## src/rtl/gen3_tx_framer.sv

```systemverilog
// ---------------------------------------------------------------------------
// gen3_tx_framer
//   Builds a Gen3-style framed byte stream from a TLP source and a DLLP
//   source. Each clock emits exactly one registered byte. The output byte is
//   the one belonging to the FSM state of the previous cycle. A TLP frame is
//   STP (4 bytes), then len*4 payload bytes, then a terminator. A DLLP frame
//   is SDP (2 bytes), then 6 payload bytes, then a terminator. DLLPs win when
//   both sources request a frame at the same time.
//
// Ports
//   clk          rising-edge clock
//   rst          synchronous, active-low reset
//   tlp_valid    TLP byte/header available
//   tlp_data     TLP payload byte
//   tlp_len_dw   TLP length in DW (sampled at frame start)
//   tlp_nullify  request EDB termination (sampled at frame start)
//   tlp_ready    TLP payload byte accepted this cycle
//   dllp_valid   DLLP byte available
//   dllp_data    DLLP byte
//   dllp_ready   DLLP payload byte accepted this cycle
//   out_data     framed byte
//   out_valid    byte strobe (high every cycle out of reset)
//   out_sync     sync header (2'b01 out of reset)
//   out_type     one-hot byte classification
//   err_underrun pulses for a payload byte whose source was not valid
// ---------------------------------------------------------------------------
module gen3_tx_framer (
    input  logic       clk,
    input  logic       rst,
    input  logic       tlp_valid,
    input  logic [7:0] tlp_data,
    input  logic [9:0] tlp_len_dw,
    input  logic       tlp_nullify,
    output logic       tlp_ready,
    input  logic       dllp_valid,
    input  logic [7:0] dllp_data,
    output logic       dllp_ready,
    output logic [7:0] out_data,
    output logic       out_valid,
    output logic [1:0] out_sync,
    output logic [5:0] out_type,
    output logic       err_underrun
);

    localparam logic [5:0] TY_DATA   = 6'b100000;
    localparam logic [5:0] TY_TSTART = 6'b010000;
    localparam logic [5:0] TY_TEND   = 6'b001000;
    localparam logic [5:0] TY_DEND   = 6'b000100;
    localparam logic [5:0] TY_DSTART = 6'b000010;
    localparam logic [5:0] TY_TEDB   = 6'b000001;
    localparam logic [5:0] TY_NONE   = 6'b000000;

    typedef enum logic [3:0] {
        IDLE, STP0, STP1, STP2, STP3, TPAY, TEND, SDP0, SDP1, DPAY, DEND
    } state_e;

    state_e      state_q, state_d;
    state_e      frame_sel;
    logic [11:0] cnt_q, cnt_d;
    logic [9:0]  len_q, len_d;
    logic        nul_q, nul_d;
    logic        underrun_q, underrun_d;

    logic [7:0]  out_data_d;
    logic [5:0]  out_type_d;
    logic        err_underrun_d;
    logic [11:0] tlp_bytes;

    assign tlp_bytes = {len_q, 2'b00};

    // Ready is gated by reset so it is low for the whole time rst is held,
    // even on the first reset edge while state_q may still be a payload state.
    assign tlp_ready  = rst & (state_q == TPAY);
    assign dllp_ready = rst & (state_q == DPAY);

    always_comb begin
        frame_sel = IDLE;
        if (dllp_valid) begin
            frame_sel = SDP0;
        end else if (tlp_valid) begin
            frame_sel = STP0;
        end
    end

    always_comb begin
        state_d        = state_q;
        cnt_d          = cnt_q;
        len_d          = len_q;
        nul_d          = nul_q;
        underrun_d     = underrun_q;
        out_data_d     = 8'h00;
        out_type_d     = TY_NONE;
        err_underrun_d = 1'b0;

        case (state_q)
            IDLE: begin
                state_d = frame_sel;
            end
            STP0: begin
                out_data_d = {len_q[3:0], 4'hF};
                state_d    = STP1;
            end
            STP1: begin
                out_data_d = {2'b00, len_q[9:4]};
                state_d    = STP2;
            end
            STP2: begin
                state_d = STP3;
            end
            STP3: begin
                out_type_d = TY_TSTART;
                cnt_d      = '0;
                state_d    = (len_q == '0) ? TEND : TPAY;
            end
            TPAY: begin
                out_type_d = TY_DATA;
                if (tlp_valid) begin
                    out_data_d = tlp_data;
                end else begin
                    err_underrun_d = 1'b1;
                    underrun_d     = 1'b1;
                end
                if ((cnt_q + 12'd1) == tlp_bytes) begin
                    cnt_d   = '0;
                    state_d = TEND;
                end else begin
                    cnt_d = cnt_q + 12'd1;
                end
            end
            TEND: begin
                if (nul_q || underrun_q) begin
                    out_data_d = 8'hC0;
                    out_type_d = TY_TEDB;
                end else begin
                    out_type_d = TY_TEND;
                end
                underrun_d = 1'b0;
                state_d    = frame_sel;
            end
            SDP0: begin
                out_data_d = 8'hF0;
                state_d    = SDP1;
            end
            SDP1: begin
                out_data_d = 8'hAC;
                out_type_d = TY_DSTART;
                cnt_d      = '0;
                state_d    = DPAY;
            end
            DPAY: begin
                out_type_d = TY_DATA;
                if (dllp_valid) begin
                    out_data_d = dllp_data;
                end else begin
                    err_underrun_d = 1'b1;
                end
                if (cnt_q == 12'd5) begin
                    cnt_d   = '0;
                    state_d = DEND;
                end else begin
                    cnt_d = cnt_q + 12'd1;
                end
            end
            DEND: begin
                out_type_d = TY_DEND;
                state_d    = frame_sel;
            end
            default: begin
                state_d = IDLE;
            end
        endcase

        // STP0 is only reachable from a frame decision, so this is exactly
        // the frame-start moment when the header fields are captured.
        if (state_d == STP0) begin
            len_d = tlp_len_dw;
            nul_d = tlp_nullify;
        end
    end

    always_ff @(posedge clk) begin
        if (!rst) begin
            state_q      <= IDLE;
            cnt_q        <= '0;
            len_q        <= '0;
            nul_q        <= 1'b0;
            underrun_q   <= 1'b0;
            out_data     <= 8'h00;
            out_valid    <= 1'b0;
            out_sync     <= 2'b00;
            out_type     <= TY_NONE;
            err_underrun <= 1'b0;
        end else begin
            state_q      <= state_d;
            cnt_q        <= cnt_d;
            len_q        <= len_d;
            nul_q        <= nul_d;
            underrun_q   <= underrun_d;
            out_data     <= out_data_d;
            out_valid    <= 1'b1;
            out_sync     <= 2'b01;
            out_type     <= out_type_d;
            err_underrun <= err_underrun_d;
        end
    end

endmodule

```

## config.mk

```make
export PLATFORM = sky130hd
export DESIGN_NAME = gen3_tx_framer
export DESIGN_NICKNAME = d
export VERILOG_FILES = /design/src/rtl/gen3_tx_framer.sv
export SDC_FILE = /design/constraint.sdc
export NUM_CORES = 1
export LEC_CHECK = 0
export CAP_MARGIN = 20
export CORE_UTILIZATION = 47
export DETAILED_ROUTE_END_ITERATION = 8
export PLACE_DENSITY = 0.77
export SLEW_MARGIN = 20
export SYNTH_ARGS = -nofsm -noshare
export SYNTH_HDL_FRONTEND = slang
export SYNTH_SLANG_ARGS = --single-unit
```

## constraint.sdc

```tcl
create_clock -name clk -period 2.5 [get_ports clk]
set_clock_uncertainty 0.05 [all_clocks]
set_input_delay 0.375 -clock clk [delete_from_list [all_inputs] [get_ports clk]]
set_output_delay 0.375 -clock clk [all_outputs]
set_load 0.02 [all_outputs]
```

==> results of run 1 <==
per-layer routing:
| layer | wire length, µm | track usage (%) | up-vias |
|---|---|---|---|
| li1 | - | - | 1277 |
| met3 | 527 | 4.894 | 16 |
| met5 | 0 | 0 | - |
| met1 | 3304 | 36.70 | 1231 |
| met4 | 96 | 6.379 | 0 |
| met2 | 3287 | 38.79 | 137 |
cells in the mapped netlist (all sizes together) (8+ instances only):
| cell | count | area [µm²] |
|---|---|---|
| a21oi | 20 | 100.1 |
| and3 | 8 | 50.05 |
| buf | 11 | 62.56 |
| clkbuf | 11 | 41.29 |
| dfxtp | 44 | 880.8 |
| mux2i | 11 | 110.1 |
| nand2 | 23 | 86.33 |
| nand3 | 11 | 67.57 |
| nor2 | 52 | 195.2 |
| nor3 | 11 | 66.32 |
| o21ai | 18 | 90.08 |
| xnor2 | 11 | 96.34 |
flip-flops by register name, indices dropped and copies added (netlist names):
signal	cells
nul_q	1
out_sync	1
state_q	4
out_type	6
len_q	10
err_underrun	1
cnt_q	12
underrun_q	1
out_data	8
how the worst max path moves through the flow:
stage / start / depth (start not counted) / slack, ns / to
2_1_floorplan: cnt_q[0] / 8 / 0.04 / cnt_q[10]
3_3_place_gp: cnt_q[2] / 8 / 0.04 / cnt_q[6]
3_5_place_dp: cnt_q[2] / 8 / 0.01 / cnt_q[6]
4_1_cts: cnt_q[1] / 11 / 0.005 / len_q[5]
5_1_grt: cnt_q[1] / 11 / -0.009 / len_q[6]
6_report: state_q[2] / 4 / 0.09 / tlp_ready
repair_timing:
item / in CTS / in global routing
setup buffers: 0 / 0
setup endpoints to repair: 1 / 24
pin swaps: 0 / 3
gates resized for setup: 1 / 21
metrics by stage:
| stage | TNS, ns | total power, mW | instance area (µm²) |
|---|---|---|---|
| 6_report | 0 | 2.655 | 3482 |
| 4_1_cts | 0 | 2.578 | 3379 |
| 2_1_floorplan | 0 | 1.622 | 2550 |
| 5_1_grt | -0.009409 | 2.798 | 3482 |
| 3_3_place_gp | 0 | 1.998 | 3257 |
| 3_5_place_dp | 0 | 2.020 | 3257 |
worst max-delay path: stages, from the launching register on:
cell and delay, ns:
dfxtp_1 0.50, nor2b_1 0.31, nand2_1 0.16, nor2_1 0.11
clkdlybuf4s50_1 0.60
area by class of cell:
cell class                 instances  area, µm²
fill                             409       1690
multi-input combinational        246       1639
sequential                        44      885.9
timing repair buffer              80      726.9
tap                               70      87.58
clock buffer                       5      68.82
clock inverter                     3      47.55
inverter                           7      26.28
cell usage in the layout, fill, tap and decap left out, drive strengths merged, types with 3 or more instances in the layout:
master | synthesis | routed
a211oi | 3 | 3
ha | 3 | 3
and3 | 8 | 8
mux2i | 11 | 11
a21oi | 20 | 20
nor3b | 5 | 5
nor2 | 52 | 52
xor2 | 6 | 6
xnor2 | 11 | 11
clkdlybuf4s50 | 0 | 49
a221oi | 6 | 6
buf | 11 | 31
nor3 | 11 | 11
nand2 | 23 | 23
dfxtp | 44 | 44
nand2b | 6 | 6
clkbuf | 11 | 5
or2 | 3 | 3
nor4 | 6 | 6
nor2b | 3 | 3
inv | 6 | 6
o21ai | 18 | 18
nand3 | 11 | 11
clkinv | 1 | 3
o22ai | 4 | 4
report_power, final:
part           total, mW  switching [mW]  internal [mW]
Sequential         0.891           0.102          0.789
Clock              0.566           0.264          0.301
Combinational       1.20           0.656          0.543
kinds of logic after synthesis:
logic type,after synthesis
other,1
muxes,11
adders and majority gates,3
xor gates and xnor gates,17
AOI/OAI and AO/OA,75
buffers and inverters,29
and+or+nand+nor,139
DFF,44
==> flow_summary.json, run 1 <==
{
  "status": "complete, no violations",
  "synth_top_family_by_area": "simple AND/OR/NAND/NOR gates",
  "synth_cells": 319,
  "final.setup.worst_slack_ns": 0.09129,
  "cts_buffers": 5,
  "drv_cap": 0,
  "synth-adder-area-share_pct": 1.472,
  "viasPerCell": 5.848,
  "synth-compound-area-share_pct": 20.31,
  "worst_pin_slew_ns": 0.5175,
  "synth_edf_count": 0,
  "drt_iter0_drc": 223,
  "drive_gt1_share_pct": 16.88,
  "dp_hpwl_um": 5352,
  "clk_latency_ns": 0.30,
  "numPortBuffers": 49,
  "vias": 2661,
  "gr-total-overflow": 0,
  "required_ns": 2.08,
  "finalSetupViolCount": 0,
  "relSlewSlack_pct": 65.06,
  "placed_cells": 447,
  "drcViolationCount": 0,
  "max_freq_mhz": 415.2,
  "synthMuxAreaShare_pct": 4.318,
  "cts_buffer_depth": 2,
  "worstSetupPathType": "register to output pin",
  "antenna_found_initial": 0,
  "dpl_worst_slack_ns": 0.01313,
  "cellLeakagePower_nw": 1.352,
  "ios": 51,
  "syn-num-nets": 353,
  "hp-class": "register to register",
  "core_area_um2": 5172,
  "rrSetupSlack_ns": 0.10,
  "cts_root_buf": "clkbuf_8",
  "routedWlPerCell_um": 15.86,
  "ctsHtreeMaxLevel": 2,
  "instances_no_fill": 455,
  "ir_drop_v": 0.0005213,
  "synthArstFlopShare_pct": 0,
  "synth_area_per_cell_um2": 7.994,
  "die_w_um": 75.66,
  "synth-simple-area-share_pct": 28.26,
  "hold_ws_ns": 0.4569,
  "slew_violations": 0,
  "grt_pass1_vias": 2224,
  "critPathMaxFanout": 9,
  "cts_hold_buffers": 0,
  "cts_tree": "done",
  "syn_area_um2": 2550,
  "grt_use_total_pct": 25.40,
  "die_y_um": 75.66,
  "n_antenna_cell": 0,
  "synthToLayoutAreaGrowth_pct": 36.56,
  "period_minus_slack_ns": 2.409,
  "gp_congestion": 0.9371,
  "worstReg2RegEnd": "len_q[5]",
  "holdPathStages": 1,
  "whs_endpoint": "out_type[3]",
  "arrival_ns": 1.98,
  "yosys_warnings": 0,
  "critPathCaptureType": "output pin",
  "min_period_over_period_pct": 96.35,
  "synth_top_flop_cell": "dfxtp_1",
  "synth_seq_cells": 44,
  "cts.sinks": 44,
  "synth_xor_xnor_area_share_pct": 5.839,
  "firstDrtPassIters": 6,
  "reg2reg_depth": 11,
  "cp-start-kind": "register",
  "finalNetCount": 418,
  "hold_viol_final": 0,
  "synthDistinctLibCells": 60,
  "routed_wl_um": 7215,
  "clk_pin_slew_ns": 0.09,
  "ant_nets": 0,
  "dieArea_um2": 5724,
  "utilization_pct": 67.32,
  "grt_pass1_wl_um": 10950,
  "r2r_start": "cnt_q[1]",
  "pwr_density_cell_nw_per_um2": 762.4,
  "grt_max_degree": 19,
  "initial_core_util_pct": 49.30,
  "min-delay-start": "underrun_q",
  "rows": 26,
  "ys_seq_area_share_pct": 34.54
}
(Power assumes the default switching activity.)
==> run 2, diff against run 1 <==
- SETUP_SLACK_MARGIN: unset -> 0.4
==> run 2 against run 1 <==
  * Final cell count grew 1.5%
  * Flip-flop and latch count is the same
  * Sequential power grew 2%
  * Critical path type is now register to register
  * Design area grew 5.8%
  * Sequential share of layout area shrank 0.86 points
  * Clock power grew 4.2%
  * Utilization grew 3.9 points
  * Worst setup slack gained 0.0077 ns
  * Critical path depth grew 6
==> flow_summary.json, run 2 (same netlist as run 1, synthesis figures left out) <==
{
  "worstReg2RegEnd": "cnt_q[6]",
  "rsz0062_at_grt": "yes",
  "status": "complete, no violations",
  "worst_pin_slew_ns": 0.6231,
  "ir_drop_v": 0.0005887,
  "power.switching_mw": 1.100,
  "drv_cap": 0,
  "slowest_stage": "dfxtp_4",
  "power.internal_mw": 1.692,
  "critPathCaptureType": "register",
  "cts.sinks": 44,
  "firstDrtPassIters": 5,
  "arrival_ns": 2.52,
  "initial_core_util_pct": 49.30,
  "ant_nets": 0,
  "routedWlPerCell_um": 17.37,
  "finalSetupViolCount": 0,
  "gp_congestion": 0.9616,
  "power_frac_comb_pct": 46.3,
  "drive_gt1_share_pct": 25.26,
  "hp-class": "register to register",
  "grt_max_degree": 20,
  "mostFrequentLayoutCell": "nor2_1",
  "die_w_um": 75.66,
  "min_period_over_period_pct": 96.04,
  "min-delay-start": "nul_q",
  "critical_path.endpoint": "cnt_q[6]",
  "synthToLayoutAreaGrowth_pct": 44.50,
  "clkPwrFrac_pct": 21.1,
  "worstSetupPathType": "register to register",
  "reg2reg_depth": 10,
  "reg.largest.list": "cnt_q: 12 flops, len_q: 10 flops, out_data: 8 flops",
  "max_freq_mhz": 416.5,
  "cts_root_buf": "clkbuf_8",
  "drcViolationCount": 0,
  "path_cells": "ha_4 > buf_12 > xor2_1 > xnor2_1 > o311ai_1 > nor4_4 > nand2_2 > o41ai_4 > buf_6 > o32ai_1",
  "instances_no_fill": 462,
  "dp_hpwl_um": 5325,
  "ctsHtreeMaxLevel": 2,
  "switching_share_pct": 39.40,
  "clk_latency_ns": 0.31,
  "holdPathStages": 1,
  "cts_hold_buffers": 0,
  "cellLeakagePower_nw": 1.438,
  "vias": 2776,
  "cts_tree": "done",
  "cts_buffers": 5,
  "antenna_found_initial": 0,
  "clk_pin_slew_ns": 0.09,
  "pwr-share-seq_pct": 32.6,
  "p_total_mw": 2.792,
  "critPathMaxFanout": 5,
  "numPortBuffers": 49,
  "n_antenna_cell": 0,
  "required_ns": 2.62,
  "routed_wl_um": 8027,
  "finalNetCount": 425,
  "hold_viol_final": 0,
  "largest_reg_flops": 12,
  "period_minus_slack_ns": 2.401,
  "grt_pass1_vias": 2492,
  "pwr_density_cell_nw_per_um2": 757.7,
  "relSlewSlack_pct": 58.08,
  "gr-total-overflow": 0,
  "top_register": "cnt_q",
  "cts_buffer_depth": 2,
  "layout_common_cells": "nor2_1 (49), clkdlybuf4s50_1 (46), buf_4 (34), dfxtp_1 (32), nand2_1 (21)",
  "dieArea_um2": 5724,
  "die_y_um": 75.66,
  "rrSetupSlack_ns": 0.1,
  "placed_cells": 443,
  "critical_path.max_stage_delay_ns": 0.38,
  "critPathLaunch": "cnt_q[0]",
  "core_area_um2": 5172,
  "ios": 51,
  "drt_iter0_drc": 324,
  "r2r_start": "cnt_q[0]",
  "cp-start-kind": "register",
  "rows": 26,
  "viasPerCell": 6.009,
  "grt_use_total_pct": 29.27,
  "slew_violations": 0,
  "grt_pass1_wl_um": 12380
}
## run 2: area by class of cell
| type | count | area [µm²] |
|---|---|---|
| sequential | 44 | 905.9 |
| clock inverter | 2 | 38.79 |
| timing repair buffer | 86 | 790.8 |
| tap | 70 | 87.58 |
| multi-input combinational | 247 | 1753 |
| inverter | 7 | 26.28 |
| clock buffer | 6 | 82.58 |
| fill | 391 | 1488 |
## run 2: how the worst min path moves through the flow
stage / end / slack, ns
finish: out_type[3] / 0.45
global route: out_type[3] / 0.50
CTS: out_type[3] / 0.46
detailed placement: out_type[3] / 0.44
global placement: out_type[3] / 0.43
floorplan: out_sync[0] / 0.35
## run 2: power by group through the flow
stage          Sequential [mW]  Combinational (mW)  Clock (mW)
3_3_place_gp             0.907                1.07           0
2_1_floorplan            0.896               0.750           0
3_5_place_dp             0.912                1.09           0
4_1_cts                  0.901                1.23       0.594
5_1_grt                  0.922                1.38       0.620
6_report                 0.909                1.29       0.590
## run 2: metal layers
| metal | up-vias | GRT usage [%] | wire (µm) |
|---|---|---|---|
| met5 | - | 0 | 0 |
| met4 | 0 | 12.55 | 317 |
| met3 | 36 | 5.820 | 594 |
| met2 | 149 | 45.73 | 3627 |
| met1 | 1304 | 39.32 | 3488 |
| li1 | 1287 | - | - |
## run 2: critical path, delay by kind of cell, from the launching register on
| kind | cells | cell delay, ns |
|---|---|---|
| adders and majority gates | 1 | 0.18 |
| DFF | 1 | 0.38 |
| and+or+nand+nor | 2 | 0.40 |
| AOI/OAI and AO/OA | 3 | 0.60 |
| buffers and inverters | 2 | 0.33 |
| xor gates and xnor gates | 2 | 0.33 |
## run 2: metrics by stage
stage / area (µm²) / util, % / hold slack [ns] / worst slack (ns) / setup TNS, ns
4_1_cts: 3626 / 70.10 / 0.4559 / 0.2068 / 0
5_1_grt: 3685 / 71.24 / 0.4955 / -0.04961 / -0.04961
3_3_place_gp: 3309 / 63.98 / 0.4334 / 0.1234 / 0
2_1_floorplan: 2656 / - / 0.3527 / 0.2792 / 0
3_5_place_dp: 3309 / 63.98 / 0.4435 / 0.08373 / 0
6_report: 3685 / 71.24 / 0.4465 / 0.09899 / 0
## run 2: what timing repair did
| item | 4_1_cts | 5_1_grt |
|---|---|---|
| pin swaps | 16 | 1 |
| resized for setup | 35 | 16 |
| setup endpoints to repair | 27 | 27 |
| buffers inserted | 8 | 1 |
| cloned | 2 | 0 |
